$ cat config.mk
export PLATFORM = sky130hd
export DESIGN_NAME = spi_cmd_decoder
export DESIGN_NICKNAME = d
export VERILOG_FILES = /design/src/rtl/spi_cmd_decoder.sv
export SDC_FILE = /design/constraint.sdc
export NUM_CORES = 1
export LEC_CHECK = 0
export ABC_AREA = 1
export BUFFER_PORTS_ARGS = -buffer_cell sky130_fd_sc_hd__buf_2
export CORE_MARGIN = 2
export CORE_UTILIZATION = 48
export CTS_CLUSTER_SIZE = 14
export DETAILED_ROUTE_END_ITERATION = 12
export GPL_TIMING_DRIVEN = 0
export PLACE_DENSITY = 0.78
export SLEW_MARGIN = 20
export SYNTH_ARGS = -nofsm -noshare
export SYNTH_HDL_FRONTEND = slang
export SYNTH_SLANG_ARGS = --single-unit
$ cat constraint.sdc
create_clock -name clk -period 1.4 [get_ports clk]
set_clock_uncertainty 0.05 [all_clocks]
set_input_delay 0.28 -clock clk [delete_from_list [all_inputs] [get_ports clk]]
set_output_delay 0.28 -clock clk [all_outputs]
set_load 0.01 [all_outputs]
$ cat src/rtl/spi_cmd_decoder.sv
// rtl/spi_cmd_decoder.sv - SPI byte-stream command parser and register bank; optional checksum byte via SPI_CMD_CHECKSUM_EN
module spi_cmd_decoder #(
  parameter int NUM_REGS   = 8,
  parameter int DATA_BYTES = 2
) (
  input  logic                             clk,
  input  logic                             rst_n,
  input  logic [7:0]                       byte_in,
  input  logic                             byte_valid,
  input  logic                             frame_active,
  output logic                             wr_en,
  output logic [6:0]                       wr_addr,
  output logic [8*DATA_BYTES-1:0]          wr_data,
  output logic [NUM_REGS*8*DATA_BYTES-1:0] regs_flat,
  output logic [7:0]                       err_count,
  output logic                             busy
);

  localparam int W  = 8 * DATA_BYTES;
  localparam int CW = (DATA_BYTES > 1) ? $clog2(DATA_BYTES) : 1;

  localparam logic [1:0] IDLE    = 2'd0;
  localparam logic [1:0] DATA    = 2'd1;
`ifdef SPI_CMD_CHECKSUM_EN
  localparam logic [1:0] CHECK   = 2'd2;
`endif
  localparam logic [1:0] DISCARD = 2'd3;

  logic [1:0]          state_q, state_d;
  logic [6:0]          addr_q, addr_d;
  logic [W-1:0]        acc_q, acc_d;
  logic [CW-1:0]       cnt_q, cnt_d;
  logic [W-1:0]        acc_shift;
  logic [W-1:0]        commit_data;
  logic                commit;
  logic                err_inc;
  logic                addr_ok;
  logic                last_byte;
`ifdef SPI_CMD_CHECKSUM_EN
  logic [7:0]          csum_q, csum_d;
`endif

  logic                wr_en_q;
  logic [6:0]          wr_addr_q;
  logic [W-1:0]        wr_data_q;
  logic [NUM_REGS*W-1:0] regs_q;
  logic [7:0]          err_q;
  logic                busy_q;

  assign acc_shift = W'({acc_q, byte_in});
  assign addr_ok   = ({1'b0, byte_in[6:0]} < 8'(NUM_REGS));
  assign last_byte = (cnt_q == CW'(DATA_BYTES - 1));

  // Packet parser: next state, accumulator, and commit/error decisions
  always_comb begin
    state_d     = state_q;
    addr_d      = addr_q;
    acc_d       = acc_q;
    cnt_d       = cnt_q;
    commit      = 1'b0;
    commit_data = acc_shift;
    err_inc     = 1'b0;
`ifdef SPI_CMD_CHECKSUM_EN
    csum_d      = csum_q;
`endif
    case (state_q)
      IDLE: begin
        if (byte_valid && byte_in[7]) begin
          if (addr_ok) begin
            addr_d  = byte_in[6:0];
            acc_d   = '0;
            cnt_d   = '0;
            state_d = DATA;
`ifdef SPI_CMD_CHECKSUM_EN
            csum_d  = byte_in;
`endif
          end else begin
            err_inc = 1'b1;
            state_d = DISCARD;
          end
        end
      end
      DATA: begin
        if (byte_valid) begin
          acc_d = acc_shift;
          cnt_d = cnt_q + 1'b1;
`ifdef SPI_CMD_CHECKSUM_EN
          csum_d = csum_q ^ byte_in;
          if (last_byte) state_d = CHECK;
`else
          if (last_byte) begin
            commit  = 1'b1;
            state_d = IDLE;
          end
`endif
        end else if (!frame_active) begin
          err_inc = 1'b1;
          state_d = IDLE;
        end
      end
`ifdef SPI_CMD_CHECKSUM_EN
      CHECK: begin
        commit_data = acc_q;
        if (byte_valid) begin
          if (byte_in == csum_q) commit = 1'b1;
          else err_inc = 1'b1;
          state_d = IDLE;
        end else if (!frame_active) begin
          err_inc = 1'b1;
          state_d = IDLE;
        end
      end
`endif
      DISCARD: begin
        if (!frame_active) state_d = IDLE;
      end
      default: state_d = IDLE;
    endcase
  end

  // Parser state registers
  always_ff @(posedge clk or negedge rst_n) begin
    if (!rst_n) begin
      state_q <= IDLE;
      addr_q  <= '0;
      acc_q   <= '0;
      cnt_q   <= '0;
`ifdef SPI_CMD_CHECKSUM_EN
      csum_q  <= '0;
`endif
    end else begin
      state_q <= state_d;
      addr_q  <= addr_d;
      acc_q   <= acc_d;
      cnt_q   <= cnt_d;
`ifdef SPI_CMD_CHECKSUM_EN
      csum_q  <= csum_d;
`endif
    end
  end

  // Commit into the register bank and write-report outputs
  always_ff @(posedge clk or negedge rst_n) begin
    if (!rst_n) begin
      wr_en_q   <= 1'b0;
      wr_addr_q <= '0;
      wr_data_q <= '0;
      regs_q    <= '0;
    end else begin
      wr_en_q <= commit;
      if (commit) begin
        wr_addr_q <= addr_q;
        wr_data_q <= commit_data;
        for (int i = 0; i < NUM_REGS; i++) begin
          if (addr_q == i[6:0]) regs_q[i*W +: W] <= commit_data;
        end
      end
    end
  end

  // Saturating error counter and busy flag registered from next state
  always_ff @(posedge clk or negedge rst_n) begin
    if (!rst_n) begin
      err_q  <= '0;
      busy_q <= 1'b0;
    end else begin
      if (err_inc && (err_q != 8'hFF)) err_q <= err_q + 8'd1;
      busy_q <= (state_d != IDLE);
    end
  end

  assign wr_en     = wr_en_q;
  assign wr_addr   = wr_addr_q;
  assign wr_data   = wr_data_q;
  assign regs_flat = regs_q;
  assign err_count = err_q;
  assign busy      = busy_q;

endmodule
* Word level (Yosys, flattened, before mapping)
Index checks and enable logic that the tools add are counted.
** Storage, ports and cells
- Output and inout bits :: 161
- Logic and storage cells :: 71
- Flip-flop bits (word level) :: 179
** Operators by class
- Mux-type cells :: 22
- Reductions and logical operators :: 16
- Equal/unequal tests :: 13
- Magnitude comparators :: 1
- Add/sub/neg operators :: 2
** Operator list (count)
- equality test 7 x 3 -> 1 bit, second input constant :: 4
- two-way mux 8 bit :: 3
- case mux 8 bit (2 select lines) :: 1
- AND reduction 2 bit :: 8
- equality test 7 x 2 -> 1 bit, second input constant :: 2
- two-way mux 1 bit :: 10
- two-way mux 2 bit :: 5
- adder 8 x 1 -> 8 bit, second input constant :: 1
- != test 8 bit, second input constant :: 1
- equality test 7 x 1 -> 1 bit, second input constant :: 1
- zero test 7 bit :: 1
- less-than comparator 7 x 4 -> 1 bit, second input constant :: 1
- != test 2 bit, second input constant :: 3
- case mux 2 bit (3 select lines) :: 1
- case mux 1 bit (2 select lines) :: 2
- AND reduction 4 bit :: 1
- nonzero test 2 bit :: 2
- AND reduction 3 bit :: 1
- equality test 2 x 1 -> 1 bit, second input constant :: 1
- equality test 2 bit, second input constant :: 1
- logical AND 1 bit :: 2
- zero test 2 bit :: 1
- adder 1 bit, second input constant :: 1

* Longest topological paths before layout
- Depth after elaboration :: 5
- Depth in mapped cells :: 8

* Worst setup path after synthesis
OpenSTA, ideal clock, no wires.
- Kind :: reg2reg
- Start point :: register err_q[1] (netlist: err_count[1])
- End point :: register err_q[6] (netlist: err_count[6])
- Setup slack :: 0.002 ns
- Data required time :: 1.285 ns
- Cell stages (with the launch flop) :: 8
- Arrival :: 1.283 ns
- Cells stage by stage :: dfrtp_1 > ha_1 > nand2_1 > inv_1 > nand4_2 > nand2_2 > nand2_1 > nand2_1
** Between the ends
- Longest elaborated chain between the ends :: 2
** Ends and longest elaborated chain
- from (decl) :: line 47 : logic [7:0] err_q;
- from (signal assigned) :: line 167 : if (err_inc && (err_q != 8'hFF)) err_q <= err_q + 8'd1;
- parallel branches: the longest is 2 deep, another holds adder 8 x 1 -> 8 bit
Several ways; the timed one is not identified.
A chain may end at the register's enable or synchronous reset.

* Final worst setup path
- Start point :: register state_q[1]
- End point :: register acc_q[1]
** Between the ends
- Longest elaborated chain between the ends :: 3
** Ends and longest elaborated chain
- from (decl) :: line 29 : logic [1:0] state_q, state_d;
- from (signal assigned) :: line 132 : state_q <= state_d;
- equality test 2 x 1 -> 1 bit or zero test 2 bit (tied branches) :: line 66 : case (state_q)
- != test 2 bit (no source line) or nonzero test 2 bit (tied branches)
- AND reduction 4 bit (no source line)
- to (signal assigned) :: line 126 : acc_q <= '0;
- to (signal assigned) :: line 134 : acc_q <= acc_d;
- to (decl) :: line 31 : logic [W-1:0] acc_q, acc_d;
Several ways; a longest one is shown, not always the timed one.

==> summary by stage <==
Outcome
The flow ran to the end, but the final reports show violations. The checks that failed: negative setup slack.

Setup path
STA puts the critical path data arrival time at 1770 ps. The setup path with the least slack is of type flop to flop. The critical path startpoint category is a flop.

Of all nets on the critical path, the largest fanout is 4. The worst setup path is captured at a flop. The required time of the critical path is 1670 ps.

Finish
After the last flow step, the layout net total stands at 939. The finished layout holds 1118 standard cells, fillers aside. From synthesis to final layout, the design area changed by 40.3%. The antenna diode instance count is 0. Of the cells placed in the final design, the portion with a size suffix greater than 1 is 41.9%.

CTS
Counting along the longest clock path gives a buffer depth of 2. Clock tree synthesis found a total of 179 sinks. CTS placed an instance of sky130_fd_sc_hd__clkbuf_16 at the clock tree root. The clock network latency to the later pin of the worst-skew pair is 430 ps. The clock tree from TritonCTS is yes. The clock edge transition at the registers on the reported setup and hold paths is 70 ps. The H-tree depth reported by CTS is 4.

The number of buffers created by CTS is 17.

Die
The number of top-level pins is 173. The die area is 0.0152 mm^2. Measured along the y axis, the die boundary spans 123 um. The floorplan has 43 rows. The floorplan step defined a core boundary enclosing 0.0139 mm^2.

Measured along the x axis, the die boundary spans 123 um. The starting utilization of the core area is 49.2%.

Yosys
The sequential-to-total area share from yosys stat is 65.6%. After synthesis, the share of flip-flops with an asynchronous set or reset is 100%. The cell type with the highest aggregate area in the netlist is sky130_fd_sc_hd__dfrtp_1. After synthesis the netlist holds a flip-flop and latch count of 179. Yosys printed 0 warnings. Each instance of the synthesized netlist takes up on average 9.86 um^2.

The share of synthesized area in the top cell type comes to 65.6%. In the synthesized netlist, the number of instances is 692. The most used flip-flop cell after synthesis is sky130_fd_sc_hd__dfrtp_1. In the synthesized netlist, the cells that appear most often are 231 x sky130_fd_sc_hd__nand2_1, 179 x sky130_fd_sc_hd__dfrtp_1, 114 x sky130_fd_sc_hd__o21ai_1, 29 x sky130_fd_sc_hd__inv_1, 29 x sky130_fd_sc_hd__nand3_1. Counting flops with a built-in enable in the synthesized netlist gives 0. sky130_fd_sc_hd__nand2_1 is the most common cell in the netlist.

By area the synthesized netlist is led by sky130_fd_sc_hd__dfrtp_1 66%, sky130_fd_sc_hd__nand2_1 13%, sky130_fd_sc_hd__o21ai_1 8.4%. The distinct cell type count after synthesis is 26. The number of nets in the synthesized netlist is 705. The mapped cell area is 0.00683 mm^2.

Placed design
The final weighted congestion of routability-driven global placement is 0.858. Summed over all nets, the half-perimeter wirelength after detailed placement is 12800 um. Including well taps, the total number of placed cells is 1046. The total of buffers placed on input and output ports is 172.

Timing
The max-slew violation count is 0. The final count of hold timing violations was 0. At the pin with the least slew margin, the transition time is 648 ps. Hold timing on the final database bottoms out at a slack of 92.2 ps. The worst path uses 107% of the clock period. The final critical delay including setup and external delays is 1500 ps. For this run, the top clock speed supported by timing is 665 MHz. Setup violations remaining at the end of the flow were counted as 147. Across all setup checks in the final design, the least slack found is -103 ps. Setup repair after global routing could not meet its margin everywhere. The max-slew headroom at the worst pin is 56.8%.

Route
The number of nets with antenna violations after detailed routing is 0. The routed design has 21000 um of wire. The per-cell routed wire length is 18.7 um. The count of routing violations after the opening detailed-route iteration is 456. The number of detailed-routing iterations run before antenna repair is 5. For this run, design rule violations remaining after detail routing come to 0. The via density per instance is 5.43. The vias after detailed routing is 6066.

Run
The tool flagged a number of max-cap violations equal to 0.

GRT
The first global-routing pass estimated 29800 um of wire. The initial antenna violation count is 0. For this run the aggregate overflow at the end of global routing stands at 0. In the global route stage, overall resource usage came out at 26.6%.

Entering global routing, the biggest net connects 78 pins. The number of global-route vias before repair is 5477.

Power and ir drop
The highest ir drop seen on vdd is 1.02 mV. For this design the static power due to leakage is 5.09 nW. Dividing total power by cell area gives a power density of 1560 mW/mm^2. The design draws 0.0149 W.

Worst hold path
In this run the worst hold path is classified as input pin to flop.
## state kept, by name (all words and copies together) (netlist names)
signal	count
err_count	8
wr_data	16
acc_q	8
busy	1
wr_addr	7
wr_en	1
state_q	2
cnt_q	1
regs_flat	128
addr_q	7
## what timing repair did
action                                  in CTS  in global routing
pin swaps                                   11                 18
buffers inserted                            15                 15
cloned                                       3                  7
gates resized for setup                     72                120
hold endpoints to repair                    40                  0
hold buffers                                 1                  0
endpoints found under the setup margin     171                237
## placed cells by master (no fill, tap or decap), types with 2 or more instances in the layout
master                       synthesis  final
sky130_fd_sc_hd__buf_8               0      2
sky130_fd_sc_hd__nand2_2            11     50
sky130_fd_sc_hd__o211ai_1            2      2
sky130_fd_sc_hd__nand2_4             0     15
sky130_fd_sc_hd__o21ai_2             6     24
sky130_fd_sc_hd__clkinvlp_4          0      2
sky130_fd_sc_hd__buf_16              0      2
sky130_fd_sc_hd__clkbuf_16           0     18
sky130_fd_sc_hd__xnor2_1             2      2
sky130_fd_sc_hd__dfrtp_1           179    173
sky130_fd_sc_hd__nor2_1             17     12
sky130_fd_sc_hd__o21ai_0            28     23
sky130_fd_sc_hd__nand3_1            29     29
sky130_fd_sc_hd__nor2_4              2      9
sky130_fd_sc_hd__buf_6               1     29
sky130_fd_sc_hd__clkbuf_1            2      3
sky130_fd_sc_hd__o21ai_1           114    101
sky130_fd_sc_hd__nand2_1           231    177
sky130_fd_sc_hd__buf_4               2     30
sky130_fd_sc_hd__inv_1              29     19
sky130_fd_sc_hd__clkbuf_8            0      2
sky130_fd_sc_hd__buf_2              26    174
sky130_fd_sc_hd__inv_2               1     10
sky130_fd_sc_hd__dfrtp_2             0      6
sky130_fd_sc_hd__buf_12              0      2
sky130_fd_sc_hd__bufinv_16           0      7
sky130_fd_sc_hd__nand4_4             1      2
## stage by stage
stage / setup WS (ps) / util, % / setup TNS, ps / area (um^2)
after floorplan: 2.26 / - / 0 / 6830
after global placement: -2770 / 57.0 / -508040 / 7910
after detailed placement: -239 / 57.5 / -19130 / 7980
after CTS: -48.4 / 65.0 / -1910 / 9020
after global routing: -165 / 69.0 / -18060 / 9580
final: -103 / 69.0 / -6470 / 9580
## cell type report
class	instances	area, um^2
sequential	179	4490
fill	1014	4310
multi-input combinational	455	2460
timing repair buffer	212	1310
clock buffer	22	464
buffer	31	285
clock inverter	9	225
tap	180	225
inverter	30	115
## cells by family after synthesis
family,share of synthesized area (%)
adder cells (fa/ha/maj),0.183
AND/OR/NAND/NOR,18.4
flip-flops,65.6
AO/OA/AOI/OAI,11.4
buffers and inverters,4.05
XOR/XNOR,0.385
## per-layer routing
metal	up-vias	global-route usage [%]	share of wire, %
li1	2741	-	-
met1	2983	36.7	41
met2	302	41.6	49
met3	40	6.55	7.9
met4	0	9.02	2.4
met5	-	0	0
## report_power, final
group	switching (W)	internal, W	total, W
registers	0.000461	0.00574	0.00620
logic	0.00201	0.00115	0.00316
clock network	0.00195	0.00361	0.00556
## worst paths after layout
check / from / end / slack, ps / cells after the start
max in group asynchronous: rst_n / regs_flat[117]$_DFFE_PN0P_ / 150 / 4
hold / removal: byte_in[6] / regs_flat[6]$_DFFE_PN0P_ / 90 / 3
setup reg to reg: state_q[1]$_DFF_PN0_ / acc_q[1]$_DFFE_PN0P_ / -100 / 8
setup / recovery: state_q[1]$_DFF_PN0_ / acc_q[1]$_DFFE_PN0P_ / -100 / 8
hold reg to reg: regs_flat[1]$_DFFE_PN0P_ / regs_flat[1]$_DFFE_PN0P_ / 430 / 2
min in group asynchronous: rst_n / err_count[7]$_DFFE_PN0P_ / 280 / 2
## critical path: stages (launching register included)
cell	delay (ps)
sky130_fd_sc_hd__dfrtp_1	400
sky130_fd_sc_hd__inv_2	90
sky130_fd_sc_hd__buf_4	120
sky130_fd_sc_hd__nand4_1	180
sky130_fd_sc_hd__nand2_2	180
sky130_fd_sc_hd__buf_4	140
sky130_fd_sc_hd__nand2_2	70
sky130_fd_sc_hd__nand2_1	90
sky130_fd_sc_hd__o21ai_2	50
No activity file was read; power rests on OpenSTA's default activity.
